### src/rtl/io_bus_ctrl.sv
// IO bus controller: decodes a CPU IO load/store into a one-shot device command,
// stalls the CPU until the device acks or a 16-cycle timeout expires.
module io_bus_ctrl (
  input  logic        clock,
  input  logic        reset,
  input  logic        IORead,
  input  logic        IOWrite,
  input  logic [9:0]  io_addr,
  input  logic [31:0] io_wdata,
  input  logic [3:0]  dev_ack,
  input  logic [31:0] dev_rdata,
  output logic [3:0]  dev_sel,
  output logic        dev_rd,
  output logic        dev_wr,
  output logic [3:0]  dev_addr,
  output logic [31:0] dev_wdata,
  output logic        stall,
  output logic [31:0] io_rdata,
  output logic        io_err,
  output logic [2:0]  dbg_state
);

  localparam logic [2:0] S_IDLE = 3'd0;
  localparam logic [2:0] S_REQ  = 3'd1;
  localparam logic [2:0] S_WAIT = 3'd2;
  localparam logic [2:0] S_ERR  = 3'd3;
  localparam logic [2:0] S_DONE = 3'd4;

  logic [2:0]  state_q, state_d;
  logic [3:0]  cnt_q, cnt_d;
  logic [3:0]  addr_q, addr_d;
  logic [31:0] wdata_q, wdata_d;
  logic        wr_q, wr_d;
  logic [1:0]  dev_q, dev_d;
  logic [31:0] rdata_q, rdata_d;
  logic        err_q, err_d;
  logic        req;

  assign req = IORead | IOWrite;

  // Device handshake: dev_rd/dev_wr is a single-cycle command while dev_sel is held
  // through REQ and WAIT; the selected device answers with a one-cycle dev_ack
  // (plus dev_rdata for reads) in any WAIT cycle. Acks at other times are ignored.
  always_comb begin
    state_d = state_q;
    cnt_d   = cnt_q;
    addr_d  = addr_q;
    wdata_d = wdata_q;
    wr_d    = wr_q;
    dev_d   = dev_q;
    rdata_d = rdata_q;
    err_d   = 1'b0;
    case (state_q)
      S_IDLE: begin
        if (req) begin
          addr_d  = io_addr[3:0];
          wdata_d = io_wdata;
          wr_d    = IOWrite;
          dev_d   = io_addr[5:4];
          // Conflicting read+write proceeds as a write but still flags the error.
          err_d   = IORead & IOWrite;
          if (io_addr[9:6] == 4'd0) begin
            state_d = S_REQ;
          end else begin
            state_d = S_ERR;
            err_d   = 1'b1;
          end
        end
      end
      S_REQ: begin
        cnt_d   = 4'd0;
        state_d = S_WAIT;
      end
      S_WAIT: begin
        cnt_d = cnt_q + 4'd1;
        if (dev_ack[dev_q]) begin
          state_d = S_DONE;
          if (!wr_q) rdata_d = dev_rdata;
        end else if (cnt_q == 4'd15) begin
          state_d = S_DONE;
          err_d   = 1'b1;
          if (!wr_q) rdata_d = 32'd0;
        end
      end
      S_ERR: begin
        state_d = S_DONE;
        if (!wr_q) rdata_d = 32'd0;
      end
      S_DONE: state_d = S_IDLE;
      default: state_d = S_IDLE;
    endcase
  end

  always_ff @(posedge clock or negedge reset) begin
    if (!reset) begin
      state_q <= S_IDLE;
      cnt_q   <= 4'd0;
      addr_q  <= 4'd0;
      wdata_q <= 32'd0;
      wr_q    <= 1'b0;
      dev_q   <= 2'd0;
      rdata_q <= 32'd0;
      err_q   <= 1'b0;
    end else begin
      state_q <= state_d;
      cnt_q   <= cnt_d;
      addr_q  <= addr_d;
      wdata_q <= wdata_d;
      wr_q    <= wr_d;
      dev_q   <= dev_d;
      rdata_q <= rdata_d;
      err_q   <= err_d;
    end
  end

  logic busy;
  assign busy = (state_q == S_REQ) || (state_q == S_WAIT);

  assign dev_sel   = busy ? (4'b0001 << dev_q) : 4'b0000;
  assign dev_rd    = (state_q == S_REQ) && !wr_q;
  assign dev_wr    = (state_q == S_REQ) && wr_q;
  assign dev_addr  = addr_q;
  assign dev_wdata = wdata_q;
  assign stall     = ((state_q == S_IDLE) && req) || busy || (state_q == S_ERR);
  assign io_rdata  = rdata_q;
  assign io_err    = err_q;
  assign dbg_state = state_q;

endmodule

### config.mk
export PLATFORM = sky130hd
export DESIGN_NAME = io_bus_ctrl
export DESIGN_NICKNAME = d
export VERILOG_FILES = /design/src/rtl/io_bus_ctrl.sv
export SDC_FILE = /design/constraint.sdc
export NUM_CORES = 1
export LEC_CHECK = 0
export CORE_ASPECT_RATIO = 1.75
export CORE_MARGIN = 5
export CORE_UTILIZATION = 40
export CTS_CLUSTER_DIAMETER = 30
export DETAILED_ROUTE_END_ITERATION = 7
export PLACE_DENSITY = 0.77
export SYNTH_ARGS = -nofsm -noshare
export SYNTH_HDL_FRONTEND = slang
export SYNTH_SLANG_ARGS = --single-unit
### constraint.sdc
create_clock -name clock -period 2.15 [get_ports clock]
set_input_delay 0.645 -clock clock [delete_from_list [all_inputs] [get_ports clock]]
set_output_delay 0.645 -clock clock [all_outputs]
set_load 0.02 [all_outputs]
==> results of run 1 <==
-- cell families (layout without fill, tap and decap cells) --
| kind of cell | count (synthesis) | after routing |
|---|---|---|
| fa+ha+maj | 2 | 2 |
| mux | 40 | 40 |
| xor+xnor | 1 | 1 |
| simple gates | 24 | 24 |
| buf+inv | 17 | 194 |
| compound gates | 50 | 50 |
| flops | 79 | 79 |
-- registers in the layout, summed over array words and instances (netlist names) --
register / cells
dbg_state: 3
wr_q: 1
io_err: 1
dev_q: 2
io_rdata: 32
cnt_q: 4
dev_addr: 4
dev_wdata: 32
-- stage by stage --
stage / std cells / util [%] / instance area (µm²)
final: 480 / 67.22 / 5280
after global routing: 480 / 67.22 / 5280
after CTS: 480 / 67.01 / 5264
after detailed placement: 464 / 63.20 / 4965
after global placement: 464 / 63.20 / 4965
after floorplan: 213 / - / 3196
-- final timing paths --
check | from | to | slack, ps | depth (start not counted)
min | reset | io_rdata[13]$_DFFE_PN0P_ | 270 | 1
max in group asynchronous | reset | io_rdata[27]$_DFFE_PN0P_ | 1350 | 2
max reg2reg | dbg_state[2]$_DFFE_PN0P_ | dev_wdata[22]$_DFFE_PN0P_ | 270 | 5
min reg2reg | io_rdata[27]$_DFFE_PN0P_ | io_rdata[27]$_DFFE_PN0P_ | 500 | 1
max | dbg_state[2]$_DFFE_PN0P_ | dev_sel[3] | 50 | 3
min in group clock | io_rdata[27]$_DFFE_PN0P_ | io_rdata[27]$_DFFE_PN0P_ | 500 | 1
-- per-layer routing --
layer / GRT usage (%) / vias up / share of wire (%)
met5: 0 / - / 0
met4: 5.769 / 0 / 0.97
met3: 7.525 / 7 / 9.3
met2: 30.14 / 113 / 54
met1: 18.67 / 1181 / 36
li1: - / 1142 / -
-- placed cells by master (no fill, tap or decap), drive strengths merged, types with 7 or more instances in the layout --
cell type / instances
dfrtp: 79
a22o: 33
clkdlybuf4s50: 147
buf: 21
o21ai: 7
clkbuf: 13
mux2: 38
-- power groups by stage --
stage	registers (mW)	logic [mW]	clock network (mW)
finish	2.59	4.32	1.53
CTS	2.59	4.38	1.58
detailed placement	2.61	4.39	0
global placement	2.57	4.32	0
global route	2.69	4.60	1.65
floorplan	3.34	1.65	0
-- critical path: cells and delay by family (launching register included) --
family / cells / cell delay, ps
buf+inv: 2 / 450
flops: 1 / 450
simple gates: 1 / 240
-- timing repair --
item / 4_1_cts / 5_1_grt
pin swaps: 0 / 2
gates resized for setup: 30 / 11
setup endpoints to repair: 9 / 7
endpoints found under the hold margin: 0 / 0
hold buffers: 0 / 0
-- final cells by class --
cell class                      count  area (µm²)
Clock buffer                       12       256.5
Clock inverter                      4       53.80
Timing Repair Buffer              176        1772
Multi-Input combinational cell    117        1101
Fill cell                         584        2575
Inverter                            2       7.507
Sequential cell                    79        1977
Tap cell                           90       112.6
==> flow_summary.yaml, run 1 <==
synth:
  synth.area.top_cells: "dfrtp_1 62%, mux2_2 13%, a22o_1 8.8%, buf_6 2.1%, o21ai_0 1.1%"
  synth_top_family_by_area: "multiplexers"
  synth.most_common_cell: "dfrtp_1"
  syn_nets: 296
  synthXorXnorAreaFrac_pct: 0.2752
  synthMuxAreaShare_pct: 14.47
  synth_cell_types: 36
  synth_edf_count: 0
  synth-compound-area-share_pct: 13.52
  synthArstFlopShare_pct: 100.0
  synthAdderAreaFrac_pct: 0.7075
  synth_area_leader_cell: "dfrtp_1"
  syn_area_per_cell_um2: 14.94
  syn_area_mm2: 0.003183
  synth_cells: 213
  ys_ff_latch: 79
  synth_top_area_share_pct: 62.11
  yosys_warnings: 0
  synthTopCellsByCount: "79 x dfrtp_1, 38 x mux2_2, 32 x a22o_1, 7 x o21ai_0, 6 x buf_6"
  ys_seq_area_share_pct: 62.11
  synth_simple_gate_area_share_pct: 4.756
  synth_flop_cell: "dfrtp_1"
run:
  maxCapViolations: 0
clock_tree:
  cts.sinks: 79
  cts_tree: "done"
  path_clk_slew_ps: 50
  clk_latency_ps: 330
  cts_buffers: 9
  cts_setup_buffers: 0
  cts.path.max_buffers: 2
  clk_root_buffer_cell: "clkbuf_16"
  htree_levels: 3
detailed_routing:
  vias_per_cell: 5.090
  wl_mm: 8.435
  firstDrtPassIters: 4
  wire_per_inst_um: 17.57
  drt_iter0_markers: 70
  drc_errors: 0
  antenna_left: 0
  num_vias: 2443
sta:
  hold_viol_final: 0
  max_freq_mhz: 475.1
  setup_ws_ps: 45.16
  setup_viol: 0
  rsz0062_at_grt: "true"
  skew_ps: 9.479
  whs_ps: 266.3
  slew_headroom_pct: 69.49
  fin_crit_sh_pct: 97.90
  maxSlewViolCount: 0
  fin_setup_tns_ps: 0
  period_minus_slack_ps: 2105
  tightestPinTransition_ps: 457.7
placed_design:
  pre_cts_slack_ps: -476.4
  dpl.hpwl_mm: 6.519
  gp_congestion: 0.8008
  port-buffer-count: 160
final_layout:
  nets: 468
  syn2layout_area_growth_pct: 65.88
  drive_above_1_share_pct: 22.05
  antenna_cells: 0
global_route:
  gr-usage-all-layers_pct: 17.34
  grt_pass1_vias: 2723
  grt_pass1_wl_mm: 13.59
  grt_max_degree: 36
  grt_antenna_before_repair: 0
  grt.overflow.total: 0
power:
  seq_power_share_pct: 30.7
  swShare_pct: 35.49
  clockPowerShare_pct: 18.2
  p_int_mw: 5.443
  peakVddDrop_mv: 0.9101
  comb_power_share_pct: 51.1
  switching_power_mw: 2.995
  power_mw: 8.438
  p_per_area_mw_per_mm2: 1598
  p_leak_nw: 2.305
die:
  dieArea_mm2: 0.009912
  fp.dieH_um: 128.0
  initial_utilization_pct: 40.52
  die_w_um: 77.44
  coreArea_mm2: 0.007855
  io_pins: 161
  num_rows: 43
critical_path:
  crit_arrival_ps: 1460
  cp-end-kind: "output pin"
  crit_chain: "buf_4 -> and4b_1 -> clkdlybuf4s15_2"
  crit_required_ps: 1500
  max_stage_delay_ps: 450
  crit_fanout: 6
  path_class: "reg2out"
  startpoint_type: "flip-flop"
  cpMaxStageDelayCell: "dfrtp_1"
status:
  outcome: "finished clean"
worst_hold_path:
  min_path_type: "in2async"
Note: power is estimated with default switching activity, not from simulation.
==> run 2: changes to the inputs <==
- CTS_CLUSTER_DIAMETER: 30 -> default
- GPL_TIMING_DRIVEN: default -> 0
==> flow_summary.yaml, run 2 (same netlist as run 1, synthesis figures left out) <==
critical_path:
  startpoint_type: "input port"
  path_class: "in2reg"
  cp-end-kind: "flip-flop"
  crit_required_ps: 2370
  regToRegStartpoint: "dbg_state[0]$_DFFE_PN0P_"
  crit_fanout: 10
  reg2reg_depth: 7
  crit_arrival_ps: 2330
  worstReg2RegEnd: "dev_wdata[27]$_DFFE_PN0P_"
  reg2reg_setup_slack_ps: 120
global_route:
  grt_pass1_wl_mm: 13.44
  grt_antenna_before_repair: 0
  grt_pass1_vias: 2680
  gr-usage-all-layers_pct: 17.33
  grt.overflow.total: 0
  grt_max_degree: 66
sta:
  whs_ps: 171.8
  fin_crit_sh_pct: 98.19
  period_minus_slack_ps: 2111
  rsz0062_at_grt: "true"
  hold_viol_final: 0
  slew_headroom_pct: 65.91
  max_freq_mhz: 473.7
  tightestPinTransition_ps: 510.2
  skew_ps: 8.206
  setup_viol: 0
  maxSlewViolCount: 0
clock_tree:
  path_clk_slew_ps: 60
  cts.path.max_buffers: 2
  cts_buffers: 9
  htree_levels: 3
  clk_root_buffer_cell: "clkbuf_16"
  cts.sinks: 79
  clk_latency_ps: 330
  cts_tree: "done"
  cts-hold-fix-buffers: 0
die:
  dieArea_mm2: 0.009912
  fp.dieH_um: 128.0
  initial_utilization_pct: 40.52
  num_rows: 43
  io_pins: 161
  coreArea_mm2: 0.007855
  die_w_um: 77.44
run:
  maxCapViolations: 0
final_layout:
  multiInputGateArea_mm2: 0.001144
  nFillCells: 598
  antenna_cells: 0
  syn2layout_area_growth_pct: 68.67
  regArea_mm2: 0.001978
  final_common_cell: "clkdlybuf4s50_1"
  layout_common_cells: "150 x clkdlybuf4s50_1, 78 x dfrtp_1, 38 x mux2_2"
  nets: 476
  final_area_mm2: 0.005369
  drive_above_1_share_pct: 24.62
placed_design:
  port-buffer-count: 160
  dpl.hpwl_mm: 6.376
  gp_congestion: 0.7001
  placed_area_mm2: 0.004935
detailed_routing:
  drt_iter0_markers: 43
  firstDrtPassIters: 4
  wire_per_inst_um: 17.58
  drc_errors: 0
  vias_per_cell: 5.107
  wl_mm: 8.579
  num_vias: 2492
  antenna_left: 0
power:
  p_per_area_mw_per_mm2: 1619
  power_mw: 8.694
  p_leak_nw: 2.324
  peakVddDrop_mv: 0.9566
status:
  outcome: "finished clean"
worst_hold_path:
  min_path_type: "in2async"
run 2: changes by cell type in the layout (fill, tap and decap cells not counted), moves of 2 or more:
cell and delta:
buf_6 +8, clkdlybuf4s15_2 -2, clkdlybuf4s50_1 +3, buf_2 +3, buf_12 -5, buf_4 +2, clkinv_2 +2, dlymetal6s2s_1 -3
run 2: area by class of cell:
cell class                      count  share of cell area, %
Buffer                             15                  2.820
Inverter                            2                 0.1398
Timing Repair Buffer              169                  30.95
Clock inverter                      6                  1.585
Sequential cell                    79                  36.84
Tap cell                           90                  2.097
Multi-Input combinational cell    117                  21.30
Clock buffer                       10                  4.265
run 2: power breakdown:
part / total, mW / switching (mW) / internal [mW] / leakage (nW)
combinational: 4.50 / 2.08 / 2.41 / 1.20
sequential: 2.60 / 0.406 / 2.19 / 0.972
clock: 1.60 / 0.590 / 1.01 / 0.148
run 2: repair_timing:
item	in CTS	in global routing
hold endpoints to repair	0	0
gates cloned	0	1
resized for setup	52	9
pin swaps	3	1
setup endpoints to repair	7	16
setup buffers	4	3
run 2: routing by layer:
| layer | part of all wire (%) | routed length (µm) | track usage [%] | vias to the layer above |
|---|---|---|---|---|
| met5 | 0 | 0 | 0 | - |
| met4 | 1.2 | 105 | 6.275 | 0 |
| met3 | 10 | 857 | 8.509 | 7 |
| met2 | 53 | 4565 | 28.75 | 110 |
| met1 | 36 | 3051 | 19.06 | 1220 |
| li1 | - | - | - | 1155 |
run 2: through the flow:
stage	setup TNS [ps]	cells	util, %	setup WS [ps]
CTS	0	484	67.57	7.390
detailed placement	-14880	464	62.82	-501.3
global placement	-199110	463	62.50	-2346
finish	0	488	68.35	38.81
floorplan	-4.321	213	-	-4.321
global route	-15.68	488	68.35	-7.432
run 2: worst max path at each step:
| stage | startpoint | end | slack, ps | depth (start not counted) |
|---|---|---|---|---|
| after floorplan | dbg_state[1]$_DFFE_PN0P_ | dev_sel[2] | -4 | 4 |
| after global placement | reset | dev_wdata[23]$_DFFE_PN0P_ | -2350 | 1 |
| after detailed placement | IOWrite | stall | -500 | 4 |
| after CTS | dbg_state[0]$_DFFE_PN0P_ | dev_wr | 7 | 4 |
| after global routing | dbg_state[2]$_DFFE_PN0P_ | dev_sel[1] | -7 | 4 |
| final | dev_ack[0] | io_rdata[12]$_DFFE_PN0P_ | 40 | 6 |
run 2: critical path, cell delays in order:
cell             delay [ps]
clkdlybuf4s50_1         410
mux4_2                  530
and4b_1                 230
buf_6                   130
buf_8                   130
a22o_4                  240
